### src/rtl/wb_stream_writer_dma.sv
// Wishbone B3 read master that streams a circular or one-shot buffer into a write FIFO.
// Define WB_STREAM_WRITER_DMA_TIMEOUT_EN to add the BURST stall watchdog and the timeout_o port.
module wb_stream_writer_dma #(
    parameter int WB_AW          = 32,
    parameter int WB_DW          = 32,
    parameter int FIFO_AW        = 4,
    parameter int MAX_BURST_LEN  = 16,
    parameter int TIMEOUT_CYCLES = 1024
) (
    input  logic                           wb_clk_i,
    input  logic                           wb_rst_i,
    output logic [WB_AW-1:0]               wbm_adr_o,
    output logic [WB_DW-1:0]               wbm_dat_o,
    output logic [WB_DW/8-1:0]             wbm_sel_o,
    output logic                           wbm_we_o,
    output logic                           wbm_cyc_o,
    output logic                           wbm_stb_o,
    output logic [2:0]                     wbm_cti_o,
    output logic [1:0]                     wbm_bte_o,
    input  logic [WB_DW-1:0]               wbm_dat_i,
    input  logic                           wbm_ack_i,
    input  logic                           wbm_err_i,
    input  logic                           wbm_rty_i,
    output logic [WB_DW-1:0]               fifo_d,
    output logic                           fifo_wr,
    input  logic [FIFO_AW:0]               fifo_cnt,
    input  logic                           enable,
    input  logic                           oneshot,
    input  logic [WB_AW-1:0]               start_adr,
    input  logic [WB_AW-1:0]               buf_size,
    input  logic [$clog2(MAX_BURST_LEN):0] burst_size,
    output logic                           busy_o,
    output logic                           done_o,
    output logic                           err_o,
    output logic [WB_AW-1:0]               cur_adr_o
`ifdef WB_STREAM_WRITER_DMA_TIMEOUT_EN
    ,
    output logic                           timeout_o
`endif
);

    localparam int BPW      = WB_DW / 8;
    localparam int BPW_LOG2 = $clog2(BPW);
    localparam int BSW      = $clog2(MAX_BURST_LEN) + 1;
    localparam int CW       = (FIFO_AW + 2 > BSW + 1) ? FIFO_AW + 2 : BSW + 1;

    if (FIFO_AW < 1) begin : g_bad_fifo_aw
        $error("wb_stream_writer_dma: FIFO_AW must be > 0");
    end
    if (WB_DW < 8 || (WB_DW & (WB_DW - 1)) != 0) begin : g_bad_wb_dw
        $error("wb_stream_writer_dma: WB_DW must be a power of 2 and >= 8");
    end
    if (MAX_BURST_LEN < 1 || TIMEOUT_CYCLES < 1) begin : g_bad_limits
        $error("wb_stream_writer_dma: MAX_BURST_LEN and TIMEOUT_CYCLES must be >= 1");
    end

    // IDLE: stopped | WAIT: cyc low, waiting for FIFO room | BURST: bus cycle | ERROR: hold until enable drops
    typedef enum logic [1:0] {S_IDLE, S_WAIT, S_BURST, S_ERROR} state_t;

    state_t           state_q, state_d;
    logic [WB_AW-1:0] idx_q, idx_d;
    logic [WB_AW-1:0] nw_q, nw_d;
    logic [WB_AW-1:0] base_q, base_d;
    logic [BSW-1:0]   beat_q, beat_d;
    logic [BSW-1:0]   blen_q, blen_d;
    logic             oneshot_q, oneshot_d;
    logic             err_q, err_d;
    logic             done_q, done_d;

    logic [WB_AW-1:0] remain;
    logic [BSW-1:0]   blen_calc;
    logic [CW-1:0]    fill_sum;
    logic             room_ok;
    logic             last_beat;
    logic             idx_last;
    logic             to_hit;

    always_comb begin
        remain    = nw_q - idx_q;
        blen_calc = burst_size;
        if (remain < WB_AW'(burst_size)) begin
            blen_calc = BSW'(remain);
        end
        fill_sum  = CW'(fifo_cnt) + CW'(blen_calc);
        room_ok   = fill_sum <= (CW'(1) << FIFO_AW);
        last_beat = beat_q == (blen_q - BSW'(1));
        idx_last  = idx_q == (nw_q - WB_AW'(1));
    end

    always_comb begin
        state_d   = state_q;
        idx_d     = idx_q;
        nw_d      = nw_q;
        base_d    = base_q;
        beat_d    = beat_q;
        blen_d    = blen_q;
        oneshot_d = oneshot_q;
        err_d     = err_q;
        done_d    = 1'b0;
        case (state_q)
            S_IDLE: begin
                if (enable && !err_q) begin
                    state_d   = S_WAIT;
                    idx_d     = '0;
                    base_d    = start_adr;
                    nw_d      = buf_size >> BPW_LOG2;
                    oneshot_d = oneshot;
                end
            end
            S_WAIT: begin
                if (!enable) begin
                    state_d = S_IDLE;
                end else if (room_ok) begin
                    state_d = S_BURST;
                    blen_d  = blen_calc;
                    beat_d  = '0;
                end
            end
            S_BURST: begin
                if (wbm_err_i || to_hit) begin
                    err_d   = 1'b1;
                    state_d = S_ERROR;
                end else if (wbm_rty_i) begin
                    state_d = S_WAIT;
                    beat_d  = '0;
                end else if (wbm_ack_i) begin
                    idx_d  = idx_last ? '0 : idx_q + WB_AW'(1);
                    beat_d = beat_q + BSW'(1);
                    if (last_beat) begin
                        beat_d = '0;
                        if (idx_last && oneshot_q) begin
                            state_d = S_IDLE;
                            done_d  = 1'b1;
                        end else if (!enable) begin
                            state_d = S_IDLE;
                        end else begin
                            state_d = S_WAIT;
                        end
                    end
                end
            end
            S_ERROR: begin
                if (!enable) begin
                    state_d = S_IDLE;
                    err_d   = 1'b0;
                end
            end
            default: state_d = S_IDLE;
        endcase
    end

    always_ff @(posedge wb_clk_i) begin
        if (!wb_rst_i) begin
            state_q   <= S_IDLE;
            idx_q     <= '0;
            nw_q      <= '0;
            base_q    <= '0;
            beat_q    <= '0;
            blen_q    <= '0;
            oneshot_q <= 1'b0;
            err_q     <= 1'b0;
            done_q    <= 1'b0;
        end else begin
            state_q   <= state_d;
            idx_q     <= idx_d;
            nw_q      <= nw_d;
            base_q    <= base_d;
            beat_q    <= beat_d;
            blen_q    <= blen_d;
            oneshot_q <= oneshot_d;
            err_q     <= err_d;
            done_q    <= done_d;
        end
    end

`ifdef WB_STREAM_WRITER_DMA_TIMEOUT_EN
    localparam int TW = $clog2(TIMEOUT_CYCLES) + 1;

    logic [TW-1:0] to_cnt_q, to_cnt_d;
    logic          timeout_q, timeout_d;
    logic          any_term;

    assign any_term = wbm_ack_i | wbm_err_i | wbm_rty_i;
    assign to_hit   = (state_q == S_BURST) && (to_cnt_q == '0) && !any_term;

    // Down-counter reloads outside BURST and on every slave termination.
    always_comb begin
        to_cnt_d  = to_cnt_q - TW'(1);
        timeout_d = timeout_q;
        if (state_q != S_BURST || any_term) begin
            to_cnt_d = TW'(TIMEOUT_CYCLES - 1);
        end
        if (to_hit) begin
            timeout_d = 1'b1;
        end else if (state_q == S_ERROR && !enable) begin
            timeout_d = 1'b0;
        end
    end

    always_ff @(posedge wb_clk_i) begin
        if (!wb_rst_i) begin
            to_cnt_q  <= TW'(TIMEOUT_CYCLES - 1);
            timeout_q <= 1'b0;
        end else begin
            to_cnt_q  <= to_cnt_d;
            timeout_q <= timeout_d;
        end
    end

    assign timeout_o = timeout_q;
`else
    assign to_hit = 1'b0;
`endif

    assign wbm_adr_o = base_q + (idx_q << BPW_LOG2);
    assign wbm_dat_o = '0;
    assign wbm_sel_o = '1;
    assign wbm_we_o  = 1'b0;
    assign wbm_cyc_o = state_q == S_BURST;
    assign wbm_stb_o = state_q == S_BURST;
    assign wbm_cti_o = (state_q != S_BURST) ? 3'b000 : (last_beat ? 3'b111 : 3'b010);
    assign wbm_bte_o = 2'b00;
    assign fifo_d    = wbm_dat_i;
    assign fifo_wr   = wbm_ack_i & wbm_cyc_o;
    assign busy_o    = state_q != S_IDLE;
    assign done_o    = done_q;
    assign err_o     = err_q;
    assign cur_adr_o = wbm_adr_o;

endmodule

### config.mk
export PLATFORM = sky130hd
export DESIGN_NAME = wb_stream_writer_dma
export DESIGN_NICKNAME = d
export VERILOG_FILES = /design/src/rtl/wb_stream_writer_dma.sv
export SDC_FILE = /design/constraint.sdc
export NUM_CORES = 1
export LEC_CHECK = 0
export BUFFER_PORTS_ARGS = -buffer_cell sky130_fd_sc_hd__clkbuf_2
export CORE_MARGIN = 4
export CORE_UTILIZATION = 25
export CTS_CLUSTER_DIAMETER = 30
export DETAILED_ROUTE_END_ITERATION = 6
export GPL_TIMING_DRIVEN = 0
export SLEW_MARGIN = 30
export SYNTH_ARGS = -nofsm -noshare
export SYNTH_HDL_FRONTEND = slang
export SYNTH_SLANG_ARGS = --single-unit
### constraint.sdc
create_clock -name wb_clk_i -period 10.8 [get_ports wb_clk_i]
set_input_delay 1.62 -clock wb_clk_i [delete_from_list [all_inputs] [get_ports wb_clk_i]]
set_output_delay 1.62 -clock wb_clk_i [all_outputs]
set_load 0.02 [all_outputs]
==> flow_metrics.tcl, run 1 <==
set metrics [dict create \
    ctsRootBufferMaster "clkbuf_16" \
    drc 0 \
    area_delta_synth_final_pct 20.19 \
    power.leakage_nw 5.501 \
    grt_usage 0.1566 \
    synth_ff_type "dfxtp_1" \
    skew_ns 0.01032 \
    min_period_ns 7.898 \
    syn-instance-count 1424 \
    dp_hpwl_um 30670 \
    synth_area_mm2 0.01033 \
    syn_area_per_cell_um2 7.256 \
    worst_slew_pin_slew_ns 0.9673 \
    synth_edf_count 0 \
    cts_sinks 109 \
    n_antenna_cell 0 \
    switching_share 0.4184 \
    ctsResizeCount 0 \
    peakVddDrop_mv 0.07674 \
    seqCellArea_mm2 0.002182 \
    wire_per_inst_um 16.69 \
    die_area_mm2 0.04465 \
    worst-setup-path-type "flop to flop" \
    clk-insertion-delay-late_ns 0.38 \
    endpoint_kind "flop" \
    postRouteWirelength_um 36590 \
    final_nets 1847 \
    clock_path_buffers 2 \
    dieHeight_um 211.3 \
    cts-buffers-inserted 9 \
    drive_gt1_frac 0.2030 \
    cp.arrival_ns 8.20 \
    period_share 0.7313 \
    top_level_ports 257 \
    hold_buffers 0 \
    synth.distinct_cells 72 \
    core_mm2 0.04083 \
    grt.overflow.total 0 \
    cp_common_cell "a21oi_1" \
    mostFrequentLayoutCells "198 x nand2_1, 182 x clkbuf_2, 156 x a21oi_1" \
    path_clk_slew_ns 0.08 \
    start_util 0.2530 \
    grt_max_degree 20 \
    power_density_mw_per_mm2 121.5 \
    via_count 10903 \
    final_common_cell "nand2_1" \
    status "completed" \
    setup_tns_ns 0 \
    path_max_fanout 8 \
    tritoncts "done" \
    power.share.clock 0.242 \
    yosysSeqAreaShare 0.2112 \
    slew_violations 0 \
    hold_viol_final 0 \
    grt_setup_unrepaired "no" \
    hold_class "flop to flop" \
    internal_power_mw 0.8779 \
    rr_worst_depth 27 \
    antenna_found_initial 1 \
    hold_depth 2 \
    ys_warn_count 0 \
    grt_pass1_wl_um 56180 \
    viasPerCell 4.974 \
    first_global_vias 10362 \
    htree_levels 3 \
    dr.pass1.iters 6 \
    first_iter_violations 881 \
    p_comb_frac 0.457 \
    seqPwrFrac 0.300 \
    multi_input_area_mm2 0.007019 \
    start_kind "flop" \
    drtAntennaViolNets 0 \
    slew_headroom 0.3469 \
    portBuffers 182 \
    rows 74 \
    place_congestion 0.9429 \
    maxCapViolations 0 \
    postLayoutCoreUtil 0.3041 \
    die_w_um 211.3 \
    required_ns 11.10 \
    setup_viol 0 \
    ys_ff_latch 109 \
    max_freq_ghz 0.1266 \
    slowest_delay_ns 0.69 \
    fillerInstances 4505 \
    p_sw_mw 0.6315 \
    critPathSlowestCell "xnor2_1" \
    synthArstFlopShare 0 \
    postCtsSetupBuffers 0 \
]
-- critical path: cells and delay by family, from the launching register on --
kind	cells	cell delay [ns]
and+or+nand+nor	11	2.77
AOI/OAI and AO/OA	9	2.13
adders and majority gates	3	1.13
xor gates and xnor gates	2	0.86
DFF	1	0.58
buffers and inverters	2	0.38
-- sequential cells by signal, indices dropped and copies added, names as in the netlist --
name,flops
state_q,2
done_o,1
oneshot_q,1
base_q,32
blen_q,5
beat_q,5
err_o,1
idx_q,32
nw_q,30
-- area by class of cell --
class                      instances  share of cell area
buffer                           160             0.08363
tap                              532             0.05360
inverter                          74             0.02237
clock inverter                     6            0.006247
sequential                       109              0.1757
clock buffer                      10             0.01924
timing repair buffer             183             0.07395
multi-input combinational       1118              0.5652
-- synth_stat cells (all sizes together), types with 6 or more instances --
cell type  instances  area, um^2
nand3             46       230.2
nor2              85       319.1
o21a              17       127.6
or4               10       78.82
or3               15       93.84
and2              10       62.56
dfxtp            109        2182
o211ai             9       67.56
nor3              45       225.2
o31ai             10       75.07
o2111ai            9       78.83
buf              115       869.6
and3              15       93.84
nor3b              8       60.06
clkbuf            45       168.9
inv               74       277.8
a31oi              7       43.79
o22ai              6       37.54
xnor2             78       683.2
xor2              27       236.5
a21o              21       157.7
o21ai             46       241.5
nand2            199       749.5
o21bai             8       60.06
nand4             28       175.2
a211oi            11       82.58
ha                76       950.9
mux2i              9       90.09
nor2b             21       131.4
nand2b            12       75.07
a2111oi            6       52.55
a21oi            157       785.8
nor4              18       118.9
-- stage by stage --
step	hold WS, ns	worst slack (ns)	cells	cell area (um^2)	total power [mW]
floorplan	0.4317	4.382	1461	10470	0.9372
global placement	0.4477	2.814	2175	12050	1.130
detailed placement	0.4521	2.734	2176	12070	1.135
CTS	0.4633	2.816	2192	12390	1.508
global route	0.4759	2.526	2192	12420	1.605
finish	0.4648	2.902	2192	12420	1.509
-- worst paths after layout --
kind	to	slack (ns)	from
setup / recovery	beat_q[4]	2.90	idx_q[1]
hold / removal	base_q[2]	0.46	base_q[2]
setup reg to reg	beat_q[4]	2.90	idx_q[1]
hold reg to reg	base_q[2]	0.46	base_q[2]
-- power groups by stage --
stage	combinational [mW]	clock, mW	sequential (mW)
after floorplan	0.486	0	0.451
after global placement	0.670	0	0.460
after detailed placement	0.674	0	0.462
after CTS	0.678	0.378	0.452
after global routing	0.756	0.392	0.457
final	0.690	0.366	0.453
-- routing by layer --
layer / vias to the layer above / GRT usage / wire length (um)
met5: - / 0 / 0
met4: 0 / 0.03887 / 837
met3: 42 / 0.03023 / 2575
met2: 375 / 0.2578 / 16890
met1: 5126 / 0.2122 / 16290
li1: 5360 / - / -
-- cell families after synthesis --
family	after synthesis	share of synthesized area
AOI/OAI and AO/OA	351	0.2133
xor gates and xnor gates	105	0.08901
buffers and inverters	234	0.1274
and+or+nand+nor	533	0.2497
adders and majority gates	79	0.09784
DFF	109	0.2112
other	2	0.0007268
muxes	11	0.01090
(Power assumes the default switching activity.)
==> inputs of run 2 (changes only) <==
==> constraint.sdc (replaced) <==
create_clock -name wb_clk_i -period 7.5 [get_ports wb_clk_i]
set_input_delay 1.125 -clock wb_clk_i [delete_from_list [all_inputs] [get_ports wb_clk_i]]
set_output_delay 1.125 -clock wb_clk_i [all_outputs]
set_load 0.02 [all_outputs]
==> run 2 against run 1 <==
Compared with the run above:
- combinational power up 45%
- non-clock buffer count up 2
- critical path depth unchanged
- flip-flop and latch count unchanged
- highest routed layer unchanged
- via count about the same
- sequential power up 44%
- sequential share of layout area down 0.063 points
==> flow_metrics.tcl, run 2 (synthesis gave the netlist of run 1 again) <==
set metrics [dict create \
    portBuffers 182 \
    period_share 0.9538 \
    start_kind "flop" \
    antenna_found_initial 1 \
    status "completed" \
    required_ns 7.80 \
    htree_levels 3 \
    first_iter_violations 850 \
    reg_top3 "base_q x32, idx_q x32, nw_q x30" \
    stdcell_count 2194 \
    area_delta_synth_final_pct 20.76 \
    slowest_delay_ns 0.61 \
    final_nets 1849 \
    cp.arrival_ns 7.45 \
    n_antenna_cell 0 \
    drive_gt1_frac 0.2094 \
    die_w_um 211.3 \
    hp-start "base_q[2]" \
    grt_pass1_wl_um 56280 \
    skew_ns 0.01150 \
    viasPerCell 4.973 \
    dp_hpwl_um 30670 \
    place_congestion 0.9429 \
    setup_tns_ns 0 \
    via_count 10910 \
    dr.pass1.iters 7 \
    clk-insertion-delay-late_ns 0.38 \
    max_freq_ghz 0.1398 \
    final_common_cell "nand2_1" \
    power_mw 2.185 \
    start_util 0.2530 \
    power_density_mw_per_mm2 175.2 \
    cp_common_cell "a21oi_1" \
    fin_area_mm2 0.01248 \
    path_clk_slew_ns 0.08 \
    power.leakage_nw 5.529 \
    slew_violations 0 \
    peakVddDrop_mv 0.1104 \
    grt.overflow.total 0 \
    critPathSlowestCell "xnor2_1" \
    slew_headroom 0.2511 \
    maxCapViolations 0 \
    reg2reg_from "idx_q[0]" \
    placed_cells 2176 \
    clock_path_buffers 2 \
    cts_sinks 109 \
    core_mm2 0.04083 \
    place_area_mm2 0.01207 \
    hold_class "flop to flop" \
    critPathLaunch "idx_q[0]" \
    tritoncts "done" \
    drtAntennaViolNets 0 \
    worst_slew_pin_slew_ns 1.106 \
    setup_viol 0 \
    min_period_ns 7.154 \
    first_global_vias 10359 \
    wire_per_inst_um 16.71 \
    worst-setup-path-type "flop to flop" \
    grt_usage 0.1568 \
    die_area_mm2 0.04465 \
    path_max_fanout 6 \
    cts-buffers-inserted 9 \
    endpoint_kind "flop" \
    postRouteWirelength_um 36650 \
    mostFrequentLayoutCells "198 x nand2_1, 182 x clkbuf_2, 155 x a21oi_1" \
    rows 74 \
    drc 0 \
    postLayoutCoreUtil 0.3056 \
    top_level_ports 257 \
    grt_max_degree 20 \
    hold_viol_final 0 \
    dieHeight_um 211.3 \
    ctsRootBufferMaster "clkbuf_16" \
]
[run 2: worst paths after layout]
path	end	slack, ns	cells past startpoint
hold / removal	base_q[2]	0.46	2
hold reg to reg	base_q[2]	0.46	2
setup / recovery	beat_q[4]	0.35	27
setup reg to reg	beat_q[4]	0.35	27
[run 2: power by group]
| part | switching, mW | total, mW | internal, mW | leakage (nW) |
|---|---|---|---|---|
| Clock | 0.253 | 0.529 | 0.275 | 0.153 |
| Sequential | 0.0406 | 0.652 | 0.612 | 0.889 |
| Combinational | 0.621 | 1.00 | 0.383 | 4.49 |
| Total | 0.915 | 2.19 | 1.27 | 5.53 |
[run 2: worst max-delay path, delay by kind of cell (launching register included)]
family | cells | cell delay [ns]
AOI/OAI and AO/OA | 9 | 1.82
xor gates and xnor gates | 2 | 0.75
adders and majority gates | 5 | 1.48
buffers and inverters | 2 | 0.30
DFF | 1 | 0.41
and+or+nand+nor | 9 | 2.32
[run 2: what timing repair did]
action	CTS	global route
resized for setup	5	8
pin swaps	0	1
setup endpoints to repair	12	12
hold buffers	0	0
setup buffers	0	2
[run 2: cell type report]
cell class              instances  area, um^2
clock buffers                  10       239.0
fillers                      4493       28350
repair buffers                185       933.4
clock inverters                 6       77.57
plain buffers                 160        1039
flip-flops and latches        109        2185
multi-input cells            1118        7061
well taps                     532       665.6
inverters                      74       277.8
[run 2: per-layer routing]
metal,track usage,wire length (um)
met1,0.2128,16010
met2,0.2583,16950
met3,0.03008,2864
met4,0.03821,829
met5,0,0
[run 2: per-stage QoR]
stage	setup slack (ns)	hold slack, ns
4_1_cts	0.08791	0.4633
3_5_place_dp	-0.4287	0.4521
5_1_grt	-0.003988	0.4759
2_1_floorplan	1.577	0.4317
6_report	0.3464	0.4649
3_3_place_gp	-0.3288	0.4477
